File: src/rtl/instruction_decoder_pipe_pkg.sv
// Shared CU definitions: occupancy encoding, default widths, instruction indices.
package instruction_decoder_pipe_pkg;

    localparam int unsigned DEF_CODE_W    = 2;
    localparam int unsigned DEF_NUM_INSTR = 4;
    localparam int unsigned DEF_OPERAND_W = 8;
    localparam int unsigned DEF_CNT_W     = 8;

    // Instruction indices into the one-hot vector; 2 and 3 are reserved for future opcodes.
    localparam int unsigned INSTR_ADD   = 0;
    localparam int unsigned INSTR_JUMP  = 1;
    localparam int unsigned INSTR_RSVD2 = 2;
    localparam int unsigned INSTR_RSVD3 = 3;

    typedef enum logic [1:0] {
        OCC_EMPTY = 2'd0,
        OCC_ONE   = 2'd1,
        OCC_TWO   = 2'd2
    } occ_e;

endpackage

File: src/rtl/instruction_decoder_pipe_onehot_decoder.sv
// Combinational CODE_W -> NUM_INSTR one-hot decode with an out-of-range flag.
module onehot_decoder #(
    parameter int unsigned CODE_W    = 2,
    parameter int unsigned NUM_INSTR = 4
) (
    input  logic [CODE_W-1:0]    code,
    output logic [NUM_INSTR-1:0] onehot_c,
    output logic                 illegal_c
);

    localparam int unsigned CMP_W = CODE_W + 1;

    // Reject parameter sets that cannot be decoded.
    if (NUM_INSTR < 1 || NUM_INSTR > (2 ** CODE_W)) begin : g_bad_params
        $error("onehot_decoder: NUM_INSTR must be in 1..2**CODE_W");
    end

    // One comparator per legal instruction.
    for (genvar i = 0; i < NUM_INSTR; i++) begin : g_bit
        assign onehot_c[i] = (code == CODE_W'(i));
    end

    // Extra bit so NUM_INSTR == 2**CODE_W is representable.
    assign illegal_c = ({1'b0, code} >= CMP_W'(NUM_INSTR));

endmodule

File: src/rtl/instruction_decoder_pipe.sv
// Registered instruction decoder with valid/ready, 2-entry skid buffer, flush and illegal counting.
module instruction_decoder_pipe
    import instruction_decoder_pipe_pkg::*;
#(
    parameter int unsigned CODE_W    = DEF_CODE_W,
    parameter int unsigned NUM_INSTR = DEF_NUM_INSTR,
    parameter int unsigned OPERAND_W = DEF_OPERAND_W,
    parameter int unsigned CNT_W     = DEF_CNT_W
) (
    input  logic                 Clk,
    input  logic                 Reset_n,
    input  logic                 InValid,
    output logic                 InReady,
    input  logic [CODE_W-1:0]    InstructionCode,
    input  logic [OPERAND_W-1:0] Operand,
    input  logic                 Flush,
    output logic                 OutValid,
    input  logic                 OutReady,
    output logic [NUM_INSTR-1:0] Instruction,
    output logic [OPERAND_W-1:0] OutOperand,
    output logic                 Illegal,
    output logic [CNT_W-1:0]     IllegalCount
);

    localparam logic [CNT_W-1:0] CNT_MAX = '1;

    occ_e                 state, state_n;
    logic                 in_ready_q, in_ready_n;
    logic                 out_valid_q, out_valid_n;
    logic [NUM_INSTR-1:0] out_instr_q, out_instr_n;
    logic [OPERAND_W-1:0] out_op_q, out_op_n;
    logic                 out_ill_q, out_ill_n;
    logic [NUM_INSTR-1:0] skid_instr_q, skid_instr_n;
    logic [OPERAND_W-1:0] skid_op_q, skid_op_n;
    logic                 skid_ill_q, skid_ill_n;
    logic [CNT_W-1:0]     cnt_q, cnt_n;
    logic [NUM_INSTR-1:0] dec_instr_c;
    logic                 dec_ill_c;
    logic                 acc_c, pop_c;

    // Decode on the input side so both storage slots hold decoded entries.
    onehot_decoder #(
        .CODE_W    (CODE_W),
        .NUM_INSTR (NUM_INSTR)
    ) u_dec (
        .code      (InstructionCode),
        .onehot_c  (dec_instr_c),
        .illegal_c (dec_ill_c)
    );

    assign acc_c = InValid && in_ready_q;
    assign pop_c = out_valid_q && OutReady;

    // Occupancy, datapath and counter next-state; flush overrides everything except the counter hold.
    always_comb begin
        state_n      = state;
        out_instr_n  = out_instr_q;
        out_op_n     = out_op_q;
        out_ill_n    = out_ill_q;
        skid_instr_n = skid_instr_q;
        skid_op_n    = skid_op_q;
        skid_ill_n   = skid_ill_q;
        cnt_n        = cnt_q;

        if (Flush) begin
            state_n = OCC_EMPTY;
        end else begin
            case (state)
                OCC_EMPTY: begin
                    if (acc_c) begin
                        out_instr_n = dec_instr_c;
                        out_op_n    = Operand;
                        out_ill_n   = dec_ill_c;
                        state_n     = OCC_ONE;
                    end
                end
                OCC_ONE: begin
                    if (acc_c && pop_c) begin
                        out_instr_n = dec_instr_c;
                        out_op_n    = Operand;
                        out_ill_n   = dec_ill_c;
                    end else if (acc_c) begin
                        skid_instr_n = dec_instr_c;
                        skid_op_n    = Operand;
                        skid_ill_n   = dec_ill_c;
                        state_n      = OCC_TWO;
                    end else if (pop_c) begin
                        state_n = OCC_EMPTY;
                    end
                end
                OCC_TWO: begin
                    if (pop_c) begin
                        out_instr_n = skid_instr_q;
                        out_op_n    = skid_op_q;
                        out_ill_n   = skid_ill_q;
                        state_n     = OCC_ONE;
                    end
                end
                default: state_n = OCC_EMPTY;
            endcase

            if (acc_c && dec_ill_c && (cnt_q != CNT_MAX)) begin
                cnt_n = cnt_q + CNT_W'(1);
            end
        end

        out_valid_n = (state_n != OCC_EMPTY);
        in_ready_n  = (state_n != OCC_TWO);
    end

    // State, storage and flag registers; reset drops every entry immediately.
    always_ff @(posedge Clk or negedge Reset_n) begin
        if (!Reset_n) begin
            state        <= OCC_EMPTY;
            in_ready_q   <= 1'b1;
            out_valid_q  <= 1'b0;
            out_instr_q  <= '0;
            out_op_q     <= '0;
            out_ill_q    <= 1'b0;
            skid_instr_q <= '0;
            skid_op_q    <= '0;
            skid_ill_q   <= 1'b0;
            cnt_q        <= '0;
        end else begin
            state        <= state_n;
            in_ready_q   <= in_ready_n;
            out_valid_q  <= out_valid_n;
            out_instr_q  <= out_instr_n;
            out_op_q     <= out_op_n;
            out_ill_q    <= out_ill_n;
            skid_instr_q <= skid_instr_n;
            skid_op_q    <= skid_op_n;
            skid_ill_q   <= skid_ill_n;
            cnt_q        <= cnt_n;
        end
    end

    assign InReady      = in_ready_q;
    assign OutValid     = out_valid_q;
    assign Instruction  = out_instr_q;
    assign OutOperand   = out_op_q;
    assign Illegal      = out_ill_q;
    assign IllegalCount = cnt_q;

endmodule

File: config.mk
export PLATFORM = sky130hd
export DESIGN_NAME = instruction_decoder_pipe
export DESIGN_NICKNAME = d
export VERILOG_FILES = /design/src/rtl/instruction_decoder_pipe_pkg.sv /design/src/rtl/instruction_decoder_pipe_onehot_decoder.sv /design/src/rtl/instruction_decoder_pipe.sv
export SDC_FILE = /design/constraint.sdc
export NUM_CORES = 1
export LEC_CHECK = 0
export CAP_MARGIN = 20
export CORE_MARGIN = 2
export CORE_UTILIZATION = 40
export CTS_CLUSTER_DIAMETER = 60
export DETAILED_ROUTE_END_ITERATION = 7
export PLACE_DENSITY = 0.74
export REMOVE_ABC_BUFFERS = 1
export SETUP_SLACK_MARGIN = 0.05
export SLEW_MARGIN = 10
export SYNTH_ARGS = -nofsm -noshare
export SYNTH_HDL_FRONTEND = slang
export SYNTH_HIERARCHICAL = 1
export SYNTH_SLANG_ARGS = --single-unit
File: constraint.sdc
create_clock -name Clk -period 4 [get_ports Clk]
set_input_delay 0.8 -clock Clk [delete_from_list [all_inputs] [get_ports Clk]]
set_output_delay 0.8 -clock Clk [all_outputs]
set_load 0.05 [all_outputs]
; After elaboration in Yosys (flattened, before gate mapping)
; Index checks and enable logic that the tools add are counted.
[classes]
addsub = 0
multipliers = 0
div_mod_pow = 0
n_lt_le_gt_ge = 0
n_eq_ne = 9
n_shift = 0
mux = 19
bitwise = 2
reduce_logical = 9
[ops]
columns = cell, count
row1 = 2-to-1 mux 8 bit, 3
row2 = case mux 8 bit (3 select lines), 1
row3 = 2-to-1 mux 2 bit, 6
row4 = 2-to-1 mux 4 bit, 3
row5 = case mux 4 bit (3 select lines), 1
row6 = "inequality test 2 bit, second input constant", 4
row7 = "== test 2 bit, second input constant", 3
row8 = case mux 2 bit (3 select lines), 1
row9 = AND reduction 5 bit, 1
row10 = "== test 2 x 1 -> 1 bit, second input constant", 2
row11 = zero test 2 bit, 2
row12 = AND reduction 4 bit, 1
row13 = logical AND 1 bit, 3
row14 = 2-to-1 mux 1 bit, 3
row15 = case mux 1 bit (3 select lines), 1
row16 = nonzero test 3 bit, 1
row17 = NOT 1 bit, 2
row18 = nonzero test 2 bit, 1
[word_totals]
register_bits = 29
latch_bits = 0
mem_bits_rw = 0
rom_bits = 0
in_bits = 15
out_inout_bits = 23
elab_cells = 47
mem_count = 0

; Longest topological paths before layout
; Gate-level depths: netlist of the first run.
[logic_depth]
word_depth = 7
depth_mapped = 4
ltp_nobuf = 4

; By module
; Netlist of the first run, hierarchy kept.
[by_module_without_submodules]
columns = mod, instances, cells_per_inst, area_each_um2
row1 = instruction_decoder_pipe, 1, 133, 1788.0
row2 = onehot_decoder, 1, 6, 37.5

; Worst setup path before layout of the first run
; No wires, ideal clock.
[synth_timing]
kind = in2reg
from = input port OutReady
to = register skid_op_q[3]
setup_time_ns = 0.125
t_arrival_ns = 1.672
required_time_ns = 3.875
path_slack_ns = 2.203
cell_stages = 4
n_path_buf = 1
cell_sequence = a21boi_2 -> nor3b_4 -> buf_6 -> mux2_2
[synth_via]
elab_chain_cells = 4
[synth_rtl]
columns = item, line
row1 = from (decl), instruction_decoder_pipe.sv:18  ; input logic OutReady,
row2 = logical AND 1 bit, instruction_decoder_pipe.sv:52  ; assign pop_c = out_valid_q && OutReady;
row3 = logical AND 1 bit, instruction_decoder_pipe.sv:78  ; if (acc_c && pop_c) begin
row4 = NOT 1 bit (no source line), --
row5 = AND reduction 4 bit (no source line), --
row6 = to (signal assigned), instruction_decoder_pipe.sv:132  ; skid_op_q <= skid_op_n;
row7 = to (decl), instruction_decoder_pipe.sv:34  ; logic [OPERAND_W-1:0] skid_op_q, skid_op_n;
; No other way between the ends.
; A chain may end at the register's enable or synchronous reset.

; Worst setup path after layout of the first run
[layout_timing]
from = input port InValid
to = register skid_op_q[5]
[layout_via]
elab_chain_cells = 4
[layout_rtl]
columns = item, line
row1 = from (decl), instruction_decoder_pipe.sv:12  ; input logic InValid,
row2 = logical AND 1 bit *, instruction_decoder_pipe.sv:51  ; assign acc_c = InValid && in_ready_q;
row3 = logical AND 1 bit, instruction_decoder_pipe.sv:78
row4 = NOT 1 bit (no source line), --
row5 = AND reduction 4 bit (no source line) *, --
; Every way passes the cells marked *; elsewhere a longest branch is shown, timed or not.

==> impl_metrics.yaml, run 1 <==
sta:
  clock.fmax_mhz: 398
  tightest_slew_ns: 0.849
  setup_violations: 0
  finalCriticalPeriod_ns: 2.51
  fin_setup_tns_ns: 0
  relSlewSlack_pct: 43.4
  rsz0062_at_grt: "no"
  fin_crit_sh_pct: 62.8
  fin_skew_ns: 0.00344
  slew_viol_final: 0
  hold_viol: 0
power:
  ir_drop_mv: 0.411
  pwr-share-comb_pct: 39.9
  p_int_uw: 963
  clockPowerShare_pct: 21.2
  swShare_pct: 37.9
  seq_power_share_pct: 38.9
  power_density_mw_per_mm2: 666
  totalPowerFinal_uw: 1550
  power.leakage_uw: 0.000940
  p_sw_uw: 589
global_routing:
  grt_pass1_wl_mm: 6.53
  grt_max_degree: 39
  grt.overflow.total: 0
  grt_pass1_vias: 1407
  antenna_found_initial: 0
  grt_usage_pct: 16.7
setup_path:
  reg2reg_to: "Instruction[3]$_DFFE_PN0P_"
  cp-start-kind: "input port"
  criticalPathCategory: "input port to flip-flop"
  reg2reg_depth: 4
  startpoint: "InValid"
  cp_max_fo: 15
  end_kind: "flip-flop"
  rr_startpoint: "state[0]$_DFF_PN0_"
  r2r_slack_ns: 1.99
  crit_arrival_ns: 2.69
  worstPathRequired_ns: 4.17
place:
  place_congestion: 0.843
  dp_hpwl_mm: 2.75
  io_buffers: 37
routing:
  drc: 0
  wire_per_inst_um: 17.0
  vias: 1285
  antenna_left: 0
  wl_mm: 3.91
  drt_first_iter_violations: 53
  routed_via_density: 5.59
  first_pass_iters: 4
logic_synthesis:
  synth-edff-count: 0
  yosysSeqAreaShare_pct: 52.2
  async_flop_share_pct: 100
  ys_warn_count: 6
  ys_types: 42
  syn_area_per_cell_sq_um: 13.1
  synth_area_sq_mm: 0.00183
  synth_ff_type: "dfrtp_1"
  netlist_instances: 139
  synth_seq_cells: 38
clocking:
  postCtsResizedCells: 0
  clkTransAtPathRegs_ns: 0.07
  tritoncts: "done"
  cts_hold_buf: 0
  cts_inserted_buffers: 5
  insertion_delay_ns: 0.29
  htree_levels: 2
  clock_sinks: 38
  post_cts_buffers: 0
  clockRootBuffer: "clkbuf_8"
  cts_buffer_depth: 2
run:
  maxCapViolCount: 0
finish:
  syn2layout_area_growth_pct: 27.6
  drive_gt1_share_pct: 25.3
  diodes: 0
  fin_nets: 194
floorplan:
  fp.dieH_um: 71.6
  die_w_um: 71.6
  start_util_pct: 41.6
  core-area_sq_mm: 0.00438
  rows: 24
  fp.dieArea_sq_mm: 0.00512
  ios: 38
outcome:
  status: "finished clean"
min_path:
  min_from: "skid_ill_q$_DFFE_PN0P_"
  min_path_type: "flip-flop to flip-flop"
  min_to: "skid_ill_q$_DFFE_PN0P_"
  holdPathStages: 1
==> cell type report <==
| class | instances | area, sq um |
|---|---|---|
| Clock buffer | 6 | 82.6 |
| Fill cell | 381 | 2050 |
| Clock inverter | 1 | 30.0 |
| Tap cell | 52 | 65.1 |
| Sequential cell | 38 | 952 |
| Timing Repair Buffer | 39 | 380 |
| Inverter | 1 | 3.75 |
| Multi-Input combinational cell | 93 | 816 |
==> synth_stat cells, types with 2 or more instances <==
cell type | count | area (sq um)
a21oi_1 | 2 | 10.0
nor3_1 | 2 | 10.0
nand2b_1 | 2 | 12.5
a2bb2oi_2 | 10 | 150
nor2_1 | 3 | 11.3
nand3_1 | 2 | 10.0
buf_6 | 3 | 33.8
o22ai_1 | 13 | 81.3
clkbuf_1 | 2 | 7.51
o21ai_0 | 2 | 10.0
dfrtp_1 | 37 | 926
a2bb2oi_1 | 4 | 35.0
nand2_1 | 5 | 18.8
and3_1 | 2 | 12.5
mux2_2 | 17 | 191
xnor2_1 | 4 | 35.0
nand4_1 | 2 | 12.5
o211ai_1 | 2 | 15.0
and2_1 | 2 | 12.5
==> per-layer routing <==
metal	vias to the layer above	global-route usage (%)	wire, um
met4	0	7.97	72
met1	639	20.0	1710
met3	8	5.49	212
met2	39	27.4	1920
met5	-	0	0
li1	599	-	-
==> stage by stage <==
step,setup WS [ns],util (%),cell area (sq um),instances,hold WS [ns]
floorplan,1.94,-,1770,132,0.481
global placement,1.23,50.6,2220,223,0.491
detailed placement,1.15,50.6,2220,223,0.500
CTS,1.45,53.1,2330,230,0.517
global route,1.35,53.1,2330,230,0.537
finish,1.49,53.1,2330,230,0.516
==> cell families after synthesis <==
kind of cell / Yosys count / synth area share (%)
adder cells (fa/ha/maj): 1 / 0.685
flip-flops: 38 / 52.2
XOR/XNOR: 4 / 1.92
AND/OR/NAND/NOR: 32 / 12.0
buffers and inverters: 8 / 3.15
multiplexers: 17 / 10.5
AO/OA/AOI/OAI: 38 / 19.4
other: 1 / 0.205
==> layout by cell type (no fill, tap or decap), types with 2 or more instances in the layout <==
| cell | synthesis | routed |
|---|---|---|
| a21oi_1 | 2 | 2 |
| a2bb2oi_1 | 4 | 4 |
| a2bb2oi_2 | 10 | 10 |
| and2_1 | 2 | 2 |
| and3_1 | 2 | 2 |
| buf_4 | 1 | 2 |
| clkbuf_8 | 0 | 6 |
| clkdlybuf4s50_1 | 0 | 36 |
| dfrtp_1 | 37 | 37 |
| mux2_2 | 17 | 17 |
| nand2_1 | 5 | 5 |
| nand2b_1 | 2 | 2 |
| nand3_1 | 2 | 2 |
| nand4_1 | 2 | 2 |
| nor2_1 | 3 | 3 |
| nor3_1 | 2 | 2 |
| o211ai_1 | 2 | 2 |
| o21ai_0 | 2 | 2 |
| o22ai_1 | 13 | 13 |
| xnor2_1 | 4 | 4 |
==> critical path, cell delays in order <==
cell and delay, ns:
clkdlybuf4s50_1 0.59, nand3b_4 0.24, nor3b_4 0.64, mux2_2 0.41
==> state kept, by name, summed over array words and instances, names as in the netlist <==
name / flops
Illegal: 1
skid_op_q: 8
IllegalCount: 8
OutOperand: 8
OutValid: 1
InReady: 1
Instruction: 4
state: 2
skid_ill_q: 1
skid_instr_q: 4
==> power groups by stage <==
| stage | logic [uW] | clock network [uW] | registers [uW] |
|---|---|---|---|
| after floorplan | 197 | 0 | 817 |
| after global placement | 611 | 0 | 599 |
| after detailed placement | 623 | 0 | 607 |
| after CTS | 625 | 341 | 602 |
| after global routing | 654 | 361 | 616 |
| final | 620 | 329 | 603 |
==> worst max-delay path by stage <==
stage	end	depth (start not counted)
floorplan	Illegal$_DFFE_PN0P_	3
global placement	skid_instr_q[0]$_DFFE_PN0P_	4
detailed placement	skid_op_q[5]$_DFFE_PN0P_	4
CTS	skid_op_q[5]$_DFFE_PN0P_	4
global route	skid_op_q[0]$_DFFE_PN0P_	4
finish	skid_op_q[5]$_DFFE_PN0P_	4
Note: power is estimated with default switching activity, not from simulation.
==> run 2: changes to the inputs <==
==> constraint.sdc (replaced) <==
create_clock -name Clk -period 2.6 [get_ports Clk]
set_input_delay 0.52 -clock Clk [delete_from_list [all_inputs] [get_ports Clk]]
set_output_delay 0.52 -clock Clk [all_outputs]
set_load 0.05 [all_outputs]
==> run 2 against run 1 <==
Compared with the run above: sequential cell count is the same; clock power up 27%; global-route usage down 0.094 points; via count increased by 0.70%; design area is 0.27% lower; utilization fell by 0.14 points; register-to-register slack worse by 1.1 ns; total power increased by 48%; hold slack got worse by 0.19 ns; critical path depth shrank 3; combinational power grew 55%.
==> impl_metrics.yaml, run 2 (synthesis results as in run 1) <==
finish:
  layout_common_cells: "37 x dfrtp_1, 36 x clkdlybuf4s50_1, 17 x mux2_2"
  instances_no_fill: 233
  postLayoutCoreUtil_pct: 53.0
  diodes: 0
  final_common_cell: "dfrtp_1"
  fin_nets: 196
  syn2layout_area_growth_pct: 27.3
  drive_gt1_share_pct: 26.0
clocking:
  cts_buffer_depth: 2
  clock_sinks: 38
  tritoncts: "done"
  cts_inserted_buffers: 5
  post_cts_buffers: 0
  clkTransAtPathRegs_ns: 0.07
  postCtsResizedCells: 0
  clockRootBuffer: "clkbuf_8"
  htree_levels: 2
  insertion_delay_ns: 0.29
  cts_hold_buf: 0
setup_path:
  end_kind: "output pin"
  criticalPathCategory: "flip-flop to output pin"
  slowest_delay_ns: 0.83
  crit_arrival_ns: 1.73
  crit_family: "buffers and inverters"
  cp_max_fo: 6
  timing.critical_path.buf_inv: 1
  path_cells: "clkdlybuf4s50_1"
  cp-start-kind: "flip-flop"
  startpoint: "InReady$_DFF_PN1_"
  rr_startpoint: "InReady$_DFF_PN1_"
  worstPathRequired_ns: 2.08
  crit_slowest_cell: "clkdlybuf4s50_1"
routing:
  vias: 1294
  antenna_left: 0
  first_pass_iters: 4
  drc: 0
  wire_per_inst_um: 17.0
  routed_via_density: 5.55
  wl_mm: 3.96
  drt_first_iter_violations: 63
sta:
  hold_viol: 0
  fin_setup_tns_ns: 0
  rsz0062_at_grt: "no"
  fin_crit_sh_pct: 86.4
  clock.fmax_mhz: 445
  tightest_slew_ns: 0.835
  setup_violations: 0
  relSlewSlack_pct: 44.4
  slew_viol_final: 0
  finalCriticalPeriod_ns: 2.25
  fin_skew_ns: 0.00733
floorplan:
  rows: 24
  ios: 38
  fp.dieArea_sq_mm: 0.00512
  core-area_sq_mm: 0.00438
  start_util_pct: 41.6
  fp.dieH_um: 71.6
  die_w_um: 71.6
global_routing:
  grt_pass1_wl_mm: 6.61
  grt_pass1_vias: 1394
  grt.overflow.total: 0
  grt_max_degree: 39
  grt_usage_pct: 16.6
  antenna_found_initial: 0
power:
  ir_drop_mv: 0.579
  power_density_mw_per_mm2: 989
  power.leakage_uw: 0.000941
place:
  place_congestion: 0.844
  io_buffers: 37
  dp_hpwl_mm: 2.77
  placed_cells: 225
run:
  maxCapViolCount: 0
outcome:
  status: "finished clean"
min_path:
  min_path_type: "input port to asynchronous set/reset pin"
## run 2: area by class of cell
| type | count | area (sq um) |
|---|---|---|
| clock buffers | 7 | 86.3 |
| clock inverters | 1 | 5.00 |
| fillers | 365 | 2060 |
| inverters | 1 | 3.75 |
| multi-input cells | 93 | 816 |
| flip-flops and latches | 38 | 952 |
| well taps | 52 | 65.1 |
| repair buffers | 41 | 395 |
## run 2: report_power, final
group,switching (uW),internal [uW],total [uW]
logic,557,402,959
clock network,205,214,419
registers,146,775,920
total,908,1390,2300
## run 2: worst paths after layout
| kind | depth (start not counted) | slack, ns | end |
|---|---|---|---|
| max in group asynchronous | 1 | 1.75 | OutOperand[0]$_DFFE_PN0P_ |
| max | 1 | 0.35 | InReady |
| min | 1 | 0.32 | IllegalCount[6]$_DFFE_PN0P_ |
| max reg2reg | 4 | 0.86 | skid_op_q[3]$_DFFE_PN0P_ |
| min reg2reg | 1 | 0.51 | skid_instr_q[2]$_DFFE_PN0P_ |
| min in group Clk | 1 | 0.51 | skid_instr_q[2]$_DFFE_PN0P_ |
## run 2: through the flow
stage	hold WS [ns]	worst slack [ns]	total power, uW	area (sq um)
after global placement	0.491	0.391	1860	2230
after floorplan	0.224	0.557	1560	1770
after CTS	0.351	0.351	2310	2320
final	0.324	0.353	2300	2320
after detailed placement	0.497	0.348	1890	2230
after global routing	0.396	0.328	2410	2320
## run 2: metal layers
layer | global-route usage, % | part of all wire, %
met2 | 27.3 | 49
met5 | 0 | 0
met3 | 5.06 | 5.2
met1 | 20.8 | 45
met4 | 6.29 | 1.1
